==> src/rtl/mux_pkg.sv <==
// Purpose : shared mode encodings, output-register state type and select-width helper for rr_mux.
// Latency : none (declarations only).
// Backpressure: none (declarations only).
package mux_pkg;

    localparam logic MUX_MODE_RR    = 1'b0;
    localparam logic MUX_MODE_FIXED = 1'b1;

    // Occupancy of the single-entry output register.
    typedef enum logic {
        OUT_EMPTY = 1'b0,
        OUT_FULL  = 1'b1
    } out_state_t;

    // Select width that never collapses to zero bits, so a select port
    // always exists even for the smallest channel counts.
    function automatic int clog2_min1(input int n);
        return (n <= 2) ? 1 : $clog2(n);
    endfunction

endpackage

==> src/rtl/rr_arbiter.sv <==
// Purpose : round-robin grant search over N requests, starting at ptr and wrapping mod N.
// Latency : purely combinational (0 cycles); the pointer register lives in the parent.
// Backpressure: en = 0 suppresses every grant; the requests themselves are never stalled here.
//
// Ports: req[N] requests, ptr start position, en grant enable;
//        grant one-hot or zero, grant_idx encoded winner, grant_valid any grant issued.
module rr_arbiter
    import mux_pkg::*;
#(
    parameter int N    = 4,
    parameter int SELW = clog2_min1(N)
) (
    input  logic [N-1:0]    req,
    input  logic [SELW-1:0] ptr,
    input  logic            en,
    output logic [N-1:0]    grant,
    output logic [SELW-1:0] grant_idx,
    output logic            grant_valid
);

    int              pos;
    logic [SELW-1:0] cand;
    logic            found;
    logic [SELW-1:0] found_idx;

    always_comb begin
        pos       = 0;
        cand      = '0;
        found     = 1'b0;
        found_idx = '0;
        // Walk from the farthest candidate back towards ptr: the last hit
        // written is the requester nearest to ptr, which is the winner.
        for (int k = N - 1; k >= 0; k--) begin
            pos = int'(ptr) + k;
            if (pos >= N) begin
                pos = pos - N;
            end
            cand = SELW'(pos);
            if (req[cand]) begin
                found     = 1'b1;
                found_idx = cand;
            end
        end

        grant_valid = en && found;
        grant_idx   = found_idx;
        grant       = '0;
        if (grant_valid) begin
            grant[found_idx] = 1'b1;
        end
    end

endmodule

==> src/rtl/rr_mux.sv <==
// Purpose : N-channel registered mux with valid/ready on every input and the output; round-robin or fixed select.
// Latency : 1 cycle from input handshake to out_data; 1 word/cycle while out_ready stays high.
// Backpressure: in_ready is all-zero while the held word is not being drained (out_valid && !out_ready) and during reset.
//
// Ports: clk, rst (async, active-high); in_valid[N], in_data[N*WIDTH] (channel i at [i*WIDTH +: WIDTH]),
//        in_ready[N] one-hot or zero; mode (0 round-robin, 1 fixed), fixed_sel;
//        out_valid, out_data, out_sel (source channel of out_data), out_ready.
module rr_mux
    import mux_pkg::*;
#(
    parameter  int WIDTH = 32,
    parameter  int N     = 4,
    localparam int SELW  = clog2_min1(N)
) (
    input  logic                 clk,
    input  logic                 rst,
    input  logic [N-1:0]         in_valid,
    input  logic [N*WIDTH-1:0]   in_data,
    output logic [N-1:0]         in_ready,
    input  logic                 mode,
    input  logic [SELW-1:0]      fixed_sel,
    output logic                 out_valid,
    output logic [WIDTH-1:0]     out_data,
    output logic [SELW-1:0]      out_sel,
    input  logic                 out_ready
);

    out_state_t       state_q;
    out_state_t       state_d;
    logic [SELW-1:0]  ptr_q;
    logic [SELW-1:0]  ptr_nxt;

    logic             load_en;
    logic             rr_en;
    logic [N-1:0]     rr_gnt;
    logic [SELW-1:0]  rr_idx;
    logic             rr_vld;

    logic [N-1:0]     fx_onehot;
    logic             fx_vld;
    logic [N-1:0]     fx_gnt;

    logic [N-1:0]     gnt;
    logic [SELW-1:0]  gnt_idx;
    logic             gnt_vld;
    logic [WIDTH-1:0] gnt_word;

    assign out_valid = (state_q == OUT_FULL);

    // The register can take a word when it is empty or is being drained this cycle.
    assign load_en = !out_valid || out_ready;
    assign rr_en   = load_en && (mode == MUX_MODE_RR);

    rr_arbiter #(
        .N    (N),
        .SELW (SELW)
    ) u_arb (
        .req         (in_valid),
        .ptr         (ptr_q),
        .en          (rr_en),
        .grant       (rr_gnt),
        .grant_idx   (rr_idx),
        .grant_valid (rr_vld)
    );

    // Shifting a one past the top bit yields zero, so a fixed_sel outside
    // 0..N-1 simply matches no request and never produces a grant.
    assign fx_onehot = N'(1) << fixed_sel;
    assign fx_vld    = load_en && (mode == MUX_MODE_FIXED) && (|(in_valid & fx_onehot));
    assign fx_gnt    = fx_vld ? fx_onehot : '0;

    always_comb begin
        gnt     = rr_gnt;
        gnt_idx = rr_idx;
        gnt_vld = rr_vld;
        if (mode == MUX_MODE_FIXED) begin
            gnt     = fx_gnt;
            gnt_idx = fixed_sel;
            gnt_vld = fx_vld;
        end
    end

    // Flops already sit in reset while rst is high, but the grant logic would
    // still see an empty register; mask it so no producer thinks it transferred.
    assign in_ready = rst ? '0 : gnt;

    assign gnt_word = in_data[int'(gnt_idx) * WIDTH +: WIDTH];
    assign ptr_nxt  = (gnt_idx == SELW'(N - 1)) ? '0 : gnt_idx + SELW'(1);

    always_comb begin
        state_d = state_q;
        if (gnt_vld) begin
            state_d = OUT_FULL;
        end else if (out_ready) begin
            state_d = OUT_EMPTY;
        end
    end

    always_ff @(posedge clk or posedge rst) begin
        if (rst) begin
            state_q  <= OUT_EMPTY;
            ptr_q    <= '0;
            out_data <= '0;
            out_sel  <= '0;
        end else begin
            state_q <= state_d;
            if (gnt_vld) begin
                out_data <= gnt_word;
                out_sel  <= gnt_idx;
                // Fixed mode leaves the rotation untouched so round-robin
                // resumes where it left off.
                if (mode == MUX_MODE_RR) begin
                    ptr_q <= ptr_nxt;
                end
            end
        end
    end

endmodule
==> config.mk <==
export PLATFORM = sky130hd
export DESIGN_NAME = rr_mux
export DESIGN_NICKNAME = d
export VERILOG_FILES = /design/src/rtl/mux_pkg.sv /design/src/rtl/rr_arbiter.sv /design/src/rtl/rr_mux.sv
export SDC_FILE = /design/constraint.sdc
export NUM_CORES = 1
export LEC_CHECK = 0
export CAP_MARGIN = 25
export CORE_AREA = 2 2 95 97
export CTS_CLUSTER_DIAMETER = 50
export DETAILED_ROUTE_END_ITERATION = 8
export DIE_AREA = 0 0 97 99
export MAX_ROUTING_LAYER = met4
export PLACE_DENSITY = 0.85
export SLEW_MARGIN = 20
export SYNTH_ARGS = -nofsm -noshare
export SYNTH_HDL_FRONTEND = slang
export SYNTH_SLANG_ARGS = --single-unit
==> constraint.sdc <==
create_clock -name clk -period 4.1 [get_ports clk]
set_input_delay 1.025 -clock clk [delete_from_list [all_inputs] [get_ports clk]]
set_output_delay 1.025 -clock clk [all_outputs]
set_load 0.1 [all_outputs]
==> results_dict.tcl, run 1 <==
set metrics [dict create \
    outcome "complete, no violations" \
    postRouteAntennaNets 0 \
    yosysSeqAreaShare_pct 24.2 \
    crit_fanout 5 \
    nets 828 \
    dieArea_sq_um 9600 \
    power_leakage_nw 2.06 \
    synth_area_per_cell_sq_um 6.98 \
    r2r_setup_slack_ns 1.31 \
    cts_hold_buf 0 \
    multi_input_area_sq_um 2630 \
    drive_above_1_share_pct 7.67 \
    grt_max_degree 67 \
    dp_slack_ns 0.189 \
    path_class "input pin to output pin" \
    grt_usage_pct 32.4 \
    r2r-end "out_data[15]$_DFFE_PP0P_" \
    hold-path-endpoint "out_sel[1]$_DFFE_PP0P_" \
    clkTransAtPathRegs_ns 0.07 \
    rows 34 \
    fp.coreArea_sq_um 8550 \
    die_h_microns 99 \
    cp-end-kind "output pin" \
    htree_levels 2 \
    synth_nets 687 \
    vias_per_cell 6.41 \
    cts.sinks 37 \
    post-route-drc-count 0 \
    setup_viol 0 \
    cts_tree "built" \
    avgRoutedWirePerCell_microns 19.5 \
    r2r_cells 7 \
    ys_async_sr_fraction_pct 100 \
    r2r_start "ptr_q[0]$_DFFE_PP0P_" \
    globalplace.congestion 0.889 \
    hold_violations 0 \
    syn_to_final_growth_pct 49.9 \
    hold_start "out_sel[1]$_DFFE_PP0P_" \
    setup_ws_ns 0.199 \
    antenna_cells 0 \
    period_share_pct 95.1 \
    rsz0062_at_grt "no" \
    drt_first_pass_iters 5 \
    ys.flop_type "dfrtp_1" \
    final_area_sq_um 5750 \
    grt_pass1_vias 5088 \
    period_needed_ns 3.90 \
    synth_edf_count 0 \
    timing.setup.tns_ns 0 \
    syn-cell-area_sq_um 3830 \
    nFillCells 729 \
    fmax_mhz 256 \
    maxSlewHeadroom_pct 30.6 \
    maxSlewViolCount 0 \
    io_buffers 176 \
    holdPathStages 1 \
    final_cell_mix "clkdlybuf4s50_1 (170), nand2_1 (79), o21ai_0 (68), nand3_1 (54), nor2_1 (40)" \
    synth_warnings 0 \
    skew_ns 0.00610 \
    startpoint_type "input pin" \
    grt_pass1_wl_mm 24.9 \
    seqCellArea_sq_um 926 \
    syn_inst 549 \
    synth_cell_types 34 \
    dp_hpwl_mm 10.2 \
    cts_inserted_buffers 5 \
    grt.overflow.total 0 \
    cts_resized 0 \
    drtIter0Drc 478 \
    drt-total-wl_mm 15.5 \
    worst_ep_arrival_time_ns 2.88 \
    cts_root_buffer "clkbuf_8" \
    cts_max_path_buffers 2 \
    final_common_cell "clkdlybuf4s50_1" \
    ir_drop_mv 0.258 \
    worst-endpoint-required_ns 3.07 \
    post_cts_buffers 0 \
    hold_path.class "flip-flop to flip-flop" \
    die_w_microns 97 \
    p_per_area_nw_per_um2 501 \
    place_area_sq_um 5640 \
    antenna_found_initial 0 \
    worst_slew_pin_slew_ns 1.04 \
    clkLatencyLatePin_ns 0.29 \
    via_count 5124 \
    maxCapViolations 0 \
    start_util_pct 44.8 \
    io_pins 177 \
    synth-seq-cells 37 \
]
layout make-up:
cell class / instances / area share, %
multi-input cells: 446 / 45.8
repair buffers: 195 / 34.1
flip-flops and latches: 37 / 16.1
clock buffers: 8 / 1.39
well taps: 108 / 2.35
inverters: 5 / 0.327
worst max path at each step:
stage,end,from,cells past startpoint
after detailed placement,in_ready[2],in_valid[2],7
after global placement,in_ready[2],in_valid[2],7
final,in_ready[2],in_valid[2],7
after global routing,in_ready[0],in_valid[2],7
after CTS,in_ready[2],in_valid[2],7
after floorplan,in_ready[3],in_valid[2],7
cell families (layout without fill, tap and decap cells):
| family | after synthesis | in the layout | share of synthesized area (%) |
|---|---|---|---|
| xor gates and xnor gates | 1 | 1 | 0.229 |
| muxes | 1 | 1 | 0.587 |
| buffers and inverters | 66 | 208 | 8.65 |
| AOI/OAI and AO/OA | 254 | 254 | 45.2 |
| DFF | 37 | 37 | 24.2 |
| and+or+nand+nor | 190 | 190 | 21.2 |
sequential cells by signal (all words and copies together) (netlist names):
name	flops
ptr_q	2
out_valid	1
out_data	32
out_sel	2
Yosys cell counts (4+ instances only):
library cell	number	area, sq um
nor2_1	42	158
a21oi_1	39	195
dfrtp_1	37	926
a21boi_0	11	82.6
a2bb2oi_1	32	280
nand2_1	79	297
nand3_1	54	270
buf_4	4	30.0
o32a_1	33	330
o21ai_0	68	340
inv_1	5	18.8
nand2b_1	4	25.0
o21ai_1	28	140
buf_2	19	95.1
buf_6	6	67.6
nor3_1	4	20.0
a31o_2	11	96.3
buf_1	4	15.0
clkbuf_1	28	105
o211ai_1	22	165
stage by stage:
stage / power, W / hold slack (ns) / cells / util, %
2_1_floorplan: 0.00206 / 0.509 / 549 / -
3_3_place_gp: 0.00256 / 0.473 / 789 / 65.8
3_5_place_dp: 0.00260 / 0.479 / 790 / 66.0
4_1_cts: 0.00286 / 0.495 / 798 / 66.9
5_1_grt: 0.00300 / 0.510 / 799 / 67.2
6_report: 0.00288 / 0.492 / 799 / 67.2
per-layer routing:
| layer | track usage [%] | wire length, microns | vias up |
|---|---|---|---|
| met5 | - | 0 | - |
| met4 | 12.2 | 357 | 0 |
| met3 | 5.39 | 1650 | 39 |
| met2 | 53.5 | 7490 | 336 |
| met1 | 39.8 | 6050 | 2415 |
| li1 | - | - | 2334 |
critical path: stages:
cell and delay, ns:
clkdlybuf4s50_1 0.48, nor2b_1 0.19, a21o_1 0.20, a211o_1 0.31, a21oi_1 0.39, nor3_4 0.09, buf_12 0.18
report_power, final:
| part | switching (W) | total, W | internal, W |
|---|---|---|---|
| clock network | 0.000136 | 0.000257 | 0.000121 |
| logic | 0.00144 | 0.00206 | 0.000620 |
| registers | 0.0000835 | 0.000564 | 0.000480 |
(Power assumes the default switching activity.)
==> inputs of run 2 (changes only) <==
REMOVE_ABC_BUFFERS = 1   (was not set)
==> results_dict.tcl, run 2 (synthesis results as in run 1) <==
set metrics [dict create \
    outcome "complete, no violations" \
    grt.overflow.total 0 \
    dieArea_sq_um 9600 \
    drt_first_pass_iters 5 \
    period_needed_ns 3.92 \
    placed_cells 794 \
    drt-total-wl_mm 15.5 \
    clkTransAtPathRegs_ns 0.08 \
    ir_drop_mv 0.295 \
    postRouteAntennaNets 0 \
    grt_pass1_wl_mm 25.1 \
    syn_to_final_growth_pct 49.3 \
    place_area_sq_um 5640 \
    largest_register_ffs 32 \
    p_per_area_nw_per_um2 503 \
    grt_pass1_vias 4993 \
    cts_resized 0 \
    via_count 5122 \
    hold_path.class "flip-flop to flip-flop" \
    cts_root_buffer "clkbuf_8" \
    vias_per_cell 6.38 \
    fp.coreArea_sq_um 8550 \
    worst_ep_arrival_time_ns 2.90 \
    clkLatencyLatePin_ns 0.29 \
    grt_usage_pct 32.4 \
    die_h_microns 99 \
    period_share_pct 95.6 \
    final_area_sq_um 5720 \
    final_common_cell "clkdlybuf4s50_1" \
    critPathMaxStageDelay_ns 0.55 \
    worst_slew_pin_slew_ns 1.08 \
    maxSlewHeadroom_pct 28.0 \
    maxCapViolations 0 \
    nets 831 \
    avgRoutedWirePerCell_microns 19.3 \
    grt_max_degree 66 \
    drive_above_1_share_pct 7.78 \
    postLayoutCoreUtil_pct 66.9 \
    worst-endpoint-required_ns 3.07 \
    power_leakage_nw 2.06 \
    nFillCells 725 \
    die_w_microns 97 \
    cp-end-kind "output pin" \
    rows 34 \
    post_layout_nonfiller_instances 803 \
    top_register "out_data" \
    crit_fanout 5 \
    start_util_pct 44.8 \
    io_pins 177 \
    cts_inserted_buffers 5 \
    cts.sinks 37 \
    grt-busiest-layer "met2" \
    startpoint_type "input pin" \
    hold_violations 0 \
    skew_ns 0.00607 \
    fmax_mhz 255 \
    path_class "input pin to output pin" \
    drtIter0Drc 369 \
    globalplace.congestion 0.908 \
    crit_chain "clkdlybuf4s50_1 > nor2b_1 > a311o_1 > nand2_2 > o32a_1 > nor3_1 > buf_12" \
    cpMaxStageDelayCell "clkdlybuf4s50_1" \
    cts_hold_buf 0 \
    maxSlewViolCount 0 \
    setup_viol 0 \
    io_buffers 176 \
    final_cell_mix "clkdlybuf4s50_1 (170), nand2_1 (79), o21ai_0 (68), nand3_1 (54), nor2_1 (40)" \
    dp_slack_ns 0.202 \
    met3_usage_pct 4.33 \
    global_route.usage.met1_pct 41.0 \
    rsz0062_at_grt "no" \
    setup_ws_ns 0.178 \
    dp_hpwl_mm 10.5 \
    post_cts_buffers 0 \
    cts_max_path_buffers 2 \
    cts_tree "built" \
    largestRegisters "out_data x32, out_sel x2, ptr_q x2" \
    grtUsageMet2_pct 54.2 \
    post-route-drc-count 0 \
    antenna_found_initial 1 \
    htree_levels 2 \
    timing.setup.tns_ns 0 \
]
==> run 2: changes by cell type in the layout (fill, tap and decap cells not counted), sizes merged <==
cell and change:
buf +3, diode +1
==> run 2: worst max-delay path, delay by kind of cell <==
kind / cells / cell delay, ns
buffers and inverters: 2 / 0.78
and+or+nand+nor: 3 / 0.63
AOI/OAI and AO/OA: 2 / 0.46
==> run 2: stage by stage <==
stage	hold WS (ns)	power (W)
2_1_floorplan	0.511	0.00194
3_3_place_gp	0.475	0.00256
3_5_place_dp	0.486	0.00260
4_1_cts	0.503	0.00286
5_1_grt	0.522	0.00299
6_report	0.503	0.00288
==> run 2: area by class of cell <==
type,count,area [sq um],area share (%)
antenna,1,2.50,0.0437
clock buffer,8,80.1,1.40
inverter,5,18.8,0.328
multi-input combinational,446,2600,45.4
sequential,37,926,16.2
tap,108,135,2.36
timing repair buffer,198,1960,34.3
==> run 2: power breakdown <==
group	leakage, nW	internal (W)	switching, W
registers	0.414	0.000480	0.0000837
clock network	0.0395	0.000121	0.000138
logic	1.61	0.000621	0.00143
total	2.06	0.00122	0.00165
==> run 2: final timing paths <==
path | startpoint | endpoint | slack [ns] | cells past startpoint
min reg2reg | out_data[24]$_DFFE_PP0P_ | out_data[24]$_DFFE_PP0P_ | 0.50 | 1
max in group asynchronous | rst | out_data[29]$_DFFE_PP0P_ | 2.25 | 3
min | out_data[24]$_DFFE_PP0P_ | out_data[24]$_DFFE_PP0P_ | 0.50 | 1
max | in_valid[2] | in_ready[2] | 0.18 | 7
min in group asynchronous | rst | out_data[0]$_DFFE_PP0P_ | 1.15 | 2
max reg2reg | ptr_q[0]$_DFFE_PP0P_ | out_data[19]$_DFFE_PP0P_ | 1.66 | 7
==> run 2: metal layers <==
layer,part of all wire [%],up-vias
li1,-,2340
met1,40,2397
met2,48,348
met3,9.6,37
met4,2.4,0
met5,0,-
